`src/rtl/room_icon_drawer.sv`:
```
// room_icon_drawer: walks an ICON_W x ICON_H footprint in raster order and
// emits one VGA-adapter pixel write per cycle. A draw pass paints a bordered
// icon; a clear pass paints the footprint in BG_COLOUR.
// Optional feature macro: ICON_CLIP_EN (suppress plot for off-screen pixels).
module room_icon_drawer #(
  parameter int          ICON_W        = 8,
  parameter int          ICON_H        = 8,
  parameter logic [2:0]  LOCK_COLOUR   = 3'b010,
  parameter logic [2:0]  UNLOCK_COLOUR = 3'b100,
  parameter logic [2:0]  BORDER_COLOUR = 3'b111,
  parameter logic [2:0]  BG_COLOUR     = 3'b000
) (
  input  logic       clock,
  input  logic       reset,
  input  logic       start,
  input  logic       clear,
  input  logic [7:0] xorigin,
  input  logic [6:0] yorigin,
  input  logic       icon_sel,
  output logic [7:0] vga_x,
  output logic [6:0] vga_y,
  output logic [2:0] vga_colour,
  output logic       plot,
  output logic       busy,
  output logic       done
);

  typedef enum logic [1:0] {S_IDLE, S_DRAW, S_DONE} state_t;

  state_t     state_q;
  logic [4:0] col_q, row_q;
  logic [7:0] x0_q;
  logic [6:0] y0_q;
  logic       sel_q, clr_q;

  logic       accept;
  logic       last_col, last_row;
  logic [4:0] col_d, row_d;
  logic [7:0] px_x0;
  logic [6:0] px_y0;
  logic       px_sel, px_clr;
  logic [7:0] x_d;
  logic [6:0] y_d;
  logic [2:0] colour_d;
  logic       in_view;
`ifdef ICON_CLIP_EN
  logic [8:0] x_wide;
  logic [7:0] y_wide;
`endif

  // Next pixel to present: origin/selection come straight from the inputs on
  // the accepting edge so the first pixel appears one cycle after acceptance.
  always_comb begin
    accept   = (state_q == S_IDLE) && (start || clear);
    last_col = (col_q == 5'(ICON_W - 1));
    last_row = (row_q == 5'(ICON_H - 1));
    px_x0    = accept ? xorigin  : x0_q;
    px_y0    = accept ? yorigin  : y0_q;
    px_sel   = accept ? icon_sel : sel_q;
    px_clr   = accept ? clear    : clr_q;
    if (accept) begin
      col_d = '0;
      row_d = '0;
    end else if (last_col) begin
      col_d = '0;
      row_d = row_q + 5'd1;
    end else begin
      col_d = col_q + 5'd1;
      row_d = row_q;
    end
    x_d = px_x0 + {3'b000, col_d};
    y_d = px_y0 + {2'b00, row_d};
    if (px_clr)
      colour_d = BG_COLOUR;
    else if (col_d == '0 || col_d == 5'(ICON_W - 1) ||
             row_d == '0 || row_d == 5'(ICON_H - 1))
      colour_d = BORDER_COLOUR;
    else if (px_sel)
      colour_d = LOCK_COLOUR;
    else
      colour_d = UNLOCK_COLOUR;
`ifdef ICON_CLIP_EN
    x_wide  = {1'b0, px_x0} + {4'b0000, col_d};
    y_wide  = {1'b0, px_y0} + {3'b000, row_d};
    in_view = (x_wide <= 9'd159) && (y_wide <= 8'd119);
`else
    in_view = 1'b1;
`endif
  end

  // Pass sequencer with registered VGA outputs; coordinates and colour only
  // update on plotted pixels so they hold while plot is low.
  always_ff @(posedge clock) begin
    if (reset) begin
      state_q    <= S_IDLE;
      col_q      <= '0;
      row_q      <= '0;
      x0_q       <= '0;
      y0_q       <= '0;
      sel_q      <= 1'b0;
      clr_q      <= 1'b0;
      vga_x      <= '0;
      vga_y      <= '0;
      vga_colour <= '0;
      plot       <= 1'b0;
      busy       <= 1'b0;
      done       <= 1'b0;
    end else begin
      case (state_q)
        S_IDLE: begin
          done <= 1'b0;
          plot <= 1'b0;
          busy <= 1'b0;
          if (accept) begin
            x0_q    <= xorigin;
            y0_q    <= yorigin;
            sel_q   <= icon_sel;
            clr_q   <= clear;
            col_q   <= col_d;
            row_q   <= row_d;
            plot    <= in_view;
            busy    <= 1'b1;
            state_q <= S_DRAW;
            if (in_view) begin
              vga_x      <= x_d;
              vga_y      <= y_d;
              vga_colour <= colour_d;
            end
          end
        end
        S_DRAW: begin
          if (last_col && last_row) begin
            plot    <= 1'b0;
            done    <= 1'b1;
            state_q <= S_DONE;
          end else begin
            col_q <= col_d;
            row_q <= row_d;
            plot  <= in_view;
            if (in_view) begin
              vga_x      <= x_d;
              vga_y      <= y_d;
              vga_colour <= colour_d;
            end
          end
        end
        S_DONE: begin
          done    <= 1'b0;
          busy    <= 1'b0;
          state_q <= S_IDLE;
        end
        default: state_q <= S_IDLE;
      endcase
    end
  end

endmodule

```
`config.mk`:
```
export PLATFORM = sky130hd
export DESIGN_NAME = room_icon_drawer
export DESIGN_NICKNAME = d
export VERILOG_FILES = /design/src/rtl/room_icon_drawer.sv
export SDC_FILE = /design/constraint.sdc
export NUM_CORES = 1
export LEC_CHECK = 0
export ABC_CLOCK_PERIOD_IN_PS = 3590
export BUFFER_PORTS_ARGS = -buffer_cell sky130_fd_sc_hd__buf_4
export CORE_MARGIN = 1
export CORE_UTILIZATION = 35
export CTS_CLUSTER_DIAMETER = 40
export CTS_CLUSTER_SIZE = 8
export DETAILED_ROUTE_END_ITERATION = 16
export HOLD_SLACK_MARGIN = 0.05
export PLACE_DENSITY_LB_ADDON = 0.2
export REMOVE_ABC_BUFFERS = 1
export SLEW_MARGIN = 30
export SYNTH_ARGS = -nofsm -noshare
export SYNTH_HDL_FRONTEND = slang
export SYNTH_SLANG_ARGS = --single-unit
```
`constraint.sdc`:
```
create_clock -name clock -period 3.59 [get_ports clock]
set_clock_uncertainty 0.15 [all_clocks]
set_input_delay 0.359 -clock clock [delete_from_list [all_inputs] [get_ports clock]]
set_output_delay 0.359 -clock clock [all_outputs]
set_load 0.05 [all_outputs]
```
==> metrics.cfg, run 1 <==
[outcome]
status=finished clean

[clock_tree]
clk_latency_ns=0.30
cts_setup_buffers=0
cts_tree=built
htreeDepth=2
numCtsBuffers=5
cts-root-buf=clkbuf_8
clkSlewWorstSetupHoldPaths_ns=0.09
cts.repair.resized=0
cts.sinks=50
cts_max_path_buffers=2
ctsHoldBuffers=0

[drt]
ant_nets=0
drt_iter0_markers=99
drt_first_pass_iters=4
via_per_inst=4.99
drc=0
wire_per_inst_um=13.7
wirelength_um=6400
num_vias=2327

[timing]
whs_ns=0.184
setup_violations=0
finalMaxSlewViolations=0
fin_crit_sh_pct=93.5
tightestPinTransition_ns=0.664
relSlewSlack_pct=55.4
period_minus_slack_ns=3.36
final-hold-violation-count=0
fmax_ghz=0.298
setup_tns_ns=0
grt_setup_unrepaired=no
setup_ws_ns=0.233

[worst_setup_path]
regToRegEndpoint=vga_y[6]
crit_fanout=8
crit_path_end=vga_y[6]
path_class=register to register
arrival_ns=3.41
reg2reg_slack_ns=0.23
cp-start-kind=register
r2r_cells=12
crit_path_end_kind=register
worstPathRequired_ns=3.64
crit_start=col_q[0]
reg2reg_from=col_q[0]

[synthesis]
synth-seq-area-share_pct=37.1
netlist-cell-type-count=52
synth_flop_cell=dfxtp_1
yosys_warnings=0
synth_enable_flop_cells=0
netlist_area_sq_um=2700
synth_top_family_by_area=simple AND/OR/NAND/NOR gates
avgSynthCellArea_sq_um=8.22
synthSimpleGateAreaFrac_pct=25.6
synth-seq-cells=50
synth_fa_ha_area_share_pct=6.31
synthArstFlopShare_pct=0
synthXorXnorAreaFrac_pct=7.15
synth_mux_area_share_pct=3.85
synth_compound_area_share_pct=16.7
netlist_instances=328

[floorplanning]
core_area_sq_um=7330
pin_count=41
dieArea_sq_um=8060
core.rowCount=31
die_x_um=89.8
initial_core_util_pct=36.8
die_y_um=89.8

[place]
place_ws_ns=0.283
post-dp-hpwl_um=4640
gp_congestion=0.867
place_area_sq_um=3100
portBuffers=40

[finish]
synthToLayoutAreaGrowth_pct=18.7
drive_above_1_share_pct=18.8
finalNetCount=399
design_area_sq_um=3200
fill_cells=751
multi_input_area_sq_um=1610
antenna_cells=0
final-seq-area_sq_um=1000

[grt]
grt_max_degree=28
grt_first_pass_wirelength_um=10900
antenna_found_initial=0
grt_pass1_vias=2304
global_route.overflow_total=0
grt_use_total_pct=16.6

[hold_path]
whs_path_depth=3
min_path_type=input port to register

[run]
max_cap_viol_count=0

[pwr]
p_leak_nw=1.39
peakVddDrop_mv=0.216
p_per_area_nw_per_um2=409

==> per-stage QoR <==
stage	utilization [%]	instances	total power, mW
global route	43.6	466	1.38
detailed placement	42.3	458	0.976
floorplan	-	310	0.858
global placement	42.3	458	0.976
CTS	43.6	466	1.32
finish	43.6	466	1.31
==> cells in the final DEF (no fill, tap or decap), drive strengths merged, types with 2 or more instances in the layout <==
cell type   n
clkbuf      6
nor4        2
nor3        6
ha         12
nand2      68
or2         2
a21o        5
dfxtp      50
buf        49
o211a       2
nor2       35
o21ai      10
nand3       7
nor2b       2
and3        2
a211oi      7
nand2b      2
xor2       10
nor3b       2
and2       11
nand4       2
and3b       2
mux2i       7
mux2        3
xnor2      12
or3         4
a21oi      26
==> final cells by class <==
cell class / count / share of cell area, %
multi-input combinational: 259 / 50.2
clock buffer: 6 / 2.58
tap: 99 / 3.87
timing repair buffer: 49 / 11.5
inverter: 1 / 0.117
clock inverter: 2 / 0.391
sequential: 50 / 31.3
==> kinds of logic after synthesis <==
group / after synthesis
multiplexers: 10
XOR/XNOR: 22
AND/OR/NAND/NOR: 150
buffers and inverters: 19
AO/OA/AOI/OAI: 64
flip-flops: 50
adder cells (fa/ha/maj): 13
==> power by group <==
part	switching, mW	total [mW]	internal, mW	leakage, nW
clock	0.189	0.344	0.155	0.0472
combinational	0.223	0.345	0.122	0.935
sequential	0.0221	0.618	0.596	0.411
==> synth_stat cells, types with 5 or more instances <==
master / instances / area [sq um]
dfxtp_1: 50 / 1000
nand2_1: 68 / 255
xnor2_1: 12 / 105
and2_1: 11 / 68.8
a211oi_1: 6 / 45.0
nand3_1: 7 / 35.0
nor3_1: 6 / 30.0
nor2_1: 33 / 124
xor2_1: 10 / 87.6
a21oi_1: 25 / 125
o21ai_0: 9 / 45.0
clkbuf_1: 12 / 45.0
mux2i_1: 7 / 70.1
a21o_1: 5 / 37.5
ha_1: 12 / 150
==> registers in the layout, summed over array words and instances, names as in the netlist <==
signal / count
y0_q: 7
row_q: 5
sel_q: 1
vga_x: 8
col_q: 5
state_q: 2
vga_y: 7
x0_q: 8
clr_q: 1
vga_colour: 3
done: 1
busy: 1
plot: 1
==> worst max-delay path, stage by stage, from the launching register on <==
cell      delay, ns
dfxtp_1        0.45
ha_1           0.32
and4bb_1       0.45
mux2_2         0.40
xnor2_1        0.12
o21ai_0        0.10
ha_1           0.23
a21o_1         0.15
a21oi_1        0.24
o31ai_4        0.12
a21oi_2        0.18
nor4_1         0.07
a311o_1        0.27
==> per-layer routing <==
metal  track usage, %  share of wire [%]
met5                0                  0
met2             28.8                 47
met3             3.38                3.8
met4             3.55               0.67
met1             21.1                 48
==> worst min-delay path by stage <==
stage	startpoint	end	slack, ns
floorplan	reset	busy	0.28
global placement	vga_y[2]	vga_y[2]	0.29
detailed placement	vga_y[0]	vga_y[0]	0.30
CTS	xorigin[6]	x0_q[6]	0.18
global route	xorigin[6]	x0_q[6]	0.18
finish	xorigin[6]	x0_q[6]	0.18
No activity file was read; power rests on OpenSTA's default activity.
==> run 2: changes to the inputs <==
ABC_CLOCK_PERIOD_IN_PS = 3800   (was 3590)
clock period = 3.8 ns   (was 3.59 ns; I/O delays follow)
==> run 2 against run 1 <==
Against the previous run: clock power grew 8.4%; cell count is 0.43% lower; setup slack improved by 0.14 ns; highest routed layer unchanged.
==> metrics.cfg, run 2 (synthesis results as in run 1) <==
[grt]
grt_use_total_pct=16.9  ; +0.29 points
grt_first_pass_wirelength_um=11100  ; +1.9%
grt_pass1_vias=2334  ; +1.3%
global_route.overflow_total=0  ; unchanged
antenna_found_initial=0  ; unchanged
grt_max_degree=28  ; unchanged

[pwr]
p_switching_mw=0.407  ; -6.2%
p_per_area_nw_per_um2=401  ; -2.0%
swShare_pct=31.8  ; -1.4 points
power.total_mw=1.28  ; -2.1%
intPower_mw=0.873  ; about the same
seqPwrFrac_pct=45.6  ; -1.7 points
combPwrFrac_pct=25.3  ; -1.1 points
clkPwrFrac_pct=29.2  ; +2.9 points
p_leak_nw=1.39  ; -0.33%
peakVddDrop_mv=0.231  ; +6.7%

[drt]
ant_nets=0  ; unchanged
drt_iter0_markers=68  ; -31%
wirelength_um=6430  ; +0.36%
drc=0  ; unchanged
via_per_inst=4.98  ; -0.30%
drt_first_pass_iters=4  ; unchanged
num_vias=2310  ; -0.73%
wire_per_inst_um=13.8  ; +0.79%

[floorplanning]
dieArea_sq_um=8060  ; unchanged
core.rowCount=31  ; unchanged
die_x_um=89.8  ; unchanged
pin_count=41  ; unchanged
initial_core_util_pct=36.8  ; unchanged
core_area_sq_um=7330  ; unchanged
die_y_um=89.8  ; unchanged

[worst_setup_path]
crit_fanout=12  ; +4
worstPathRequired_ns=3.85  ; +0.21 ns
arrival_ns=3.47  ; +0.06 ns
cp-start-kind=register
path_common_cell=ha_1
worst_path_max_delay_cell=and4bb_1
path_class=register to register
crit_path_end_kind=register
worst_path_largest_cell_delay_ns=0.52  ; +0.07 ns
critical_path_buf_inv_count=1  ; +1
crit_chain=ha_1 > and4bb_1 > buf_4 > xnor2_1 > nor2_1 > ha_1 > ha_1 > a21o_1 > a21oi_1 > o31ai_4 > a21oi_2 > nor4_1 > a311o_1
critPathTopFamily=compound AO/OA/AOI/OAI gates

[outcome]
status=finished clean

[run]
max_cap_viol_count=0  ; unchanged

[timing]
fmax_ghz=0.292  ; -2.0%
tightestPinTransition_ns=0.707  ; +0.0429 ns
final-hold-violation-count=0  ; unchanged
fin_crit_sh_pct=90.2  ; -3.3 points
relSlewSlack_pct=52.5  ; -2.9 points
period_minus_slack_ns=3.43  ; +0.0701 ns
setup_tns_ns=0  ; unchanged
setup_violations=0  ; unchanged
grt_setup_unrepaired=no
finalMaxSlewViolations=0  ; unchanged

[finish]
finalNetCount=397  ; -0.50%
synthToLayoutAreaGrowth_pct=18.5
fin_util_pct=43.6  ; -0.051 points
drive_above_1_share_pct=17.8  ; -0.99 points
fill_cells=740  ; -1.5%
reg.largest.list=vga_x (8), x0_q (8)
multi_input_area_sq_um=1610  ; unchanged
final-seq-area_sq_um=1000  ; unchanged
layout_common_cells=nand2_1, dfxtp_1, buf_4
layout_commonest_cell=nand2_1
antenna_cells=0  ; unchanged

[clock_tree]
cts.sinks=50  ; unchanged
htreeDepth=2  ; unchanged
clk_latency_ns=0.30  ; about the same
cts.repair.resized=0  ; unchanged
cts_tree=built
cts-root-buf=clkbuf_8
cts_setup_buffers=0  ; unchanged
cts_max_path_buffers=2  ; unchanged
clkSlewWorstSetupHoldPaths_ns=0.09  ; about the same
ctsHoldBuffers=0  ; unchanged
numCtsBuffers=5  ; unchanged

[hold_path]
min_path_type=input port to register

[place]
portBuffers=40  ; unchanged
gp_congestion=0.880  ; +1.5%
post-dp-hpwl_um=4710  ; +1.6%

==> run 2: changes by cell type in the layout (fill, tap and decap cells not counted), sizes merged <==
cell,before,now
clkinv,1,0
clkbuf,6,7
clkinvlp,1,0
buf,49,47
bufinv,0,1
==> run 2: final cells by class <==
class / count / share of cell area [%]
clock buffers: 7 / 2.39
clock inverters: 1 / 0.940
inverters: 1 / 0.118
multi-input cells: 259 / 50.3
flip-flops and latches: 50 / 31.3
well taps: 99 / 3.88
repair buffers: 47 / 11.0
==> run 2: stage by stage <==
stage               hold WS (ns)  instances  instance area (sq um)  setup WS (ns)
floorplan                  0.299        310                   2610          0.419
global placement           0.292        456                   3090          0.463
detailed placement         0.296        456                   3090          0.391
CTS                        0.200        464                   3190          0.360
global route               0.217        464                   3190         0.0801
finish                     0.212        464                   3190          0.373
==> run 2: power by group through the flow <==
stage               Clock, mW  Combinational, mW  Sequential, mW
floorplan                   0              0.136           0.675
global placement            0              0.324           0.596
detailed placement          0              0.324           0.597
CTS                     0.390              0.326           0.584
global route            0.412              0.350           0.589
finish                  0.373              0.323           0.584
==> run 2: worst reg2reg max path, cell delays in order, from the launching register on <==
cell      delay (ns)
dfxtp_1         0.44
ha_1            0.32
and4bb_1        0.52
buf_4           0.23
xnor2_1         0.11
nor2_1          0.06
ha_1            0.26
ha_1            0.22
a21o_1          0.15
a21oi_1         0.24
o31ai_4         0.13
a21oi_2         0.17
nor4_1          0.06
a311o_1         0.27
==> run 2: path summary, 6_finish.rpt <==
| check | start | to | slack, ns | depth (start not counted) |
|---|---|---|---|---|
| min reg2reg | vga_y[1] | vga_y[1] | 0.30 | 2 |
| max reg2reg | col_q[0] | vga_y[6] | 0.37 | 13 |
| min | yorigin[1] | y0_q[1] | 0.21 | 3 |
| max | col_q[0] | vga_y[6] | 0.37 | 13 |
==> run 2: routing by layer <==
layer / share of wire [%] / global-route usage, %
met2: 49 / 29.9
met3: 3.4 / 2.96
met1: 47 / 21.1
met4: 0.65 / 4.23
met5: 0 / 0
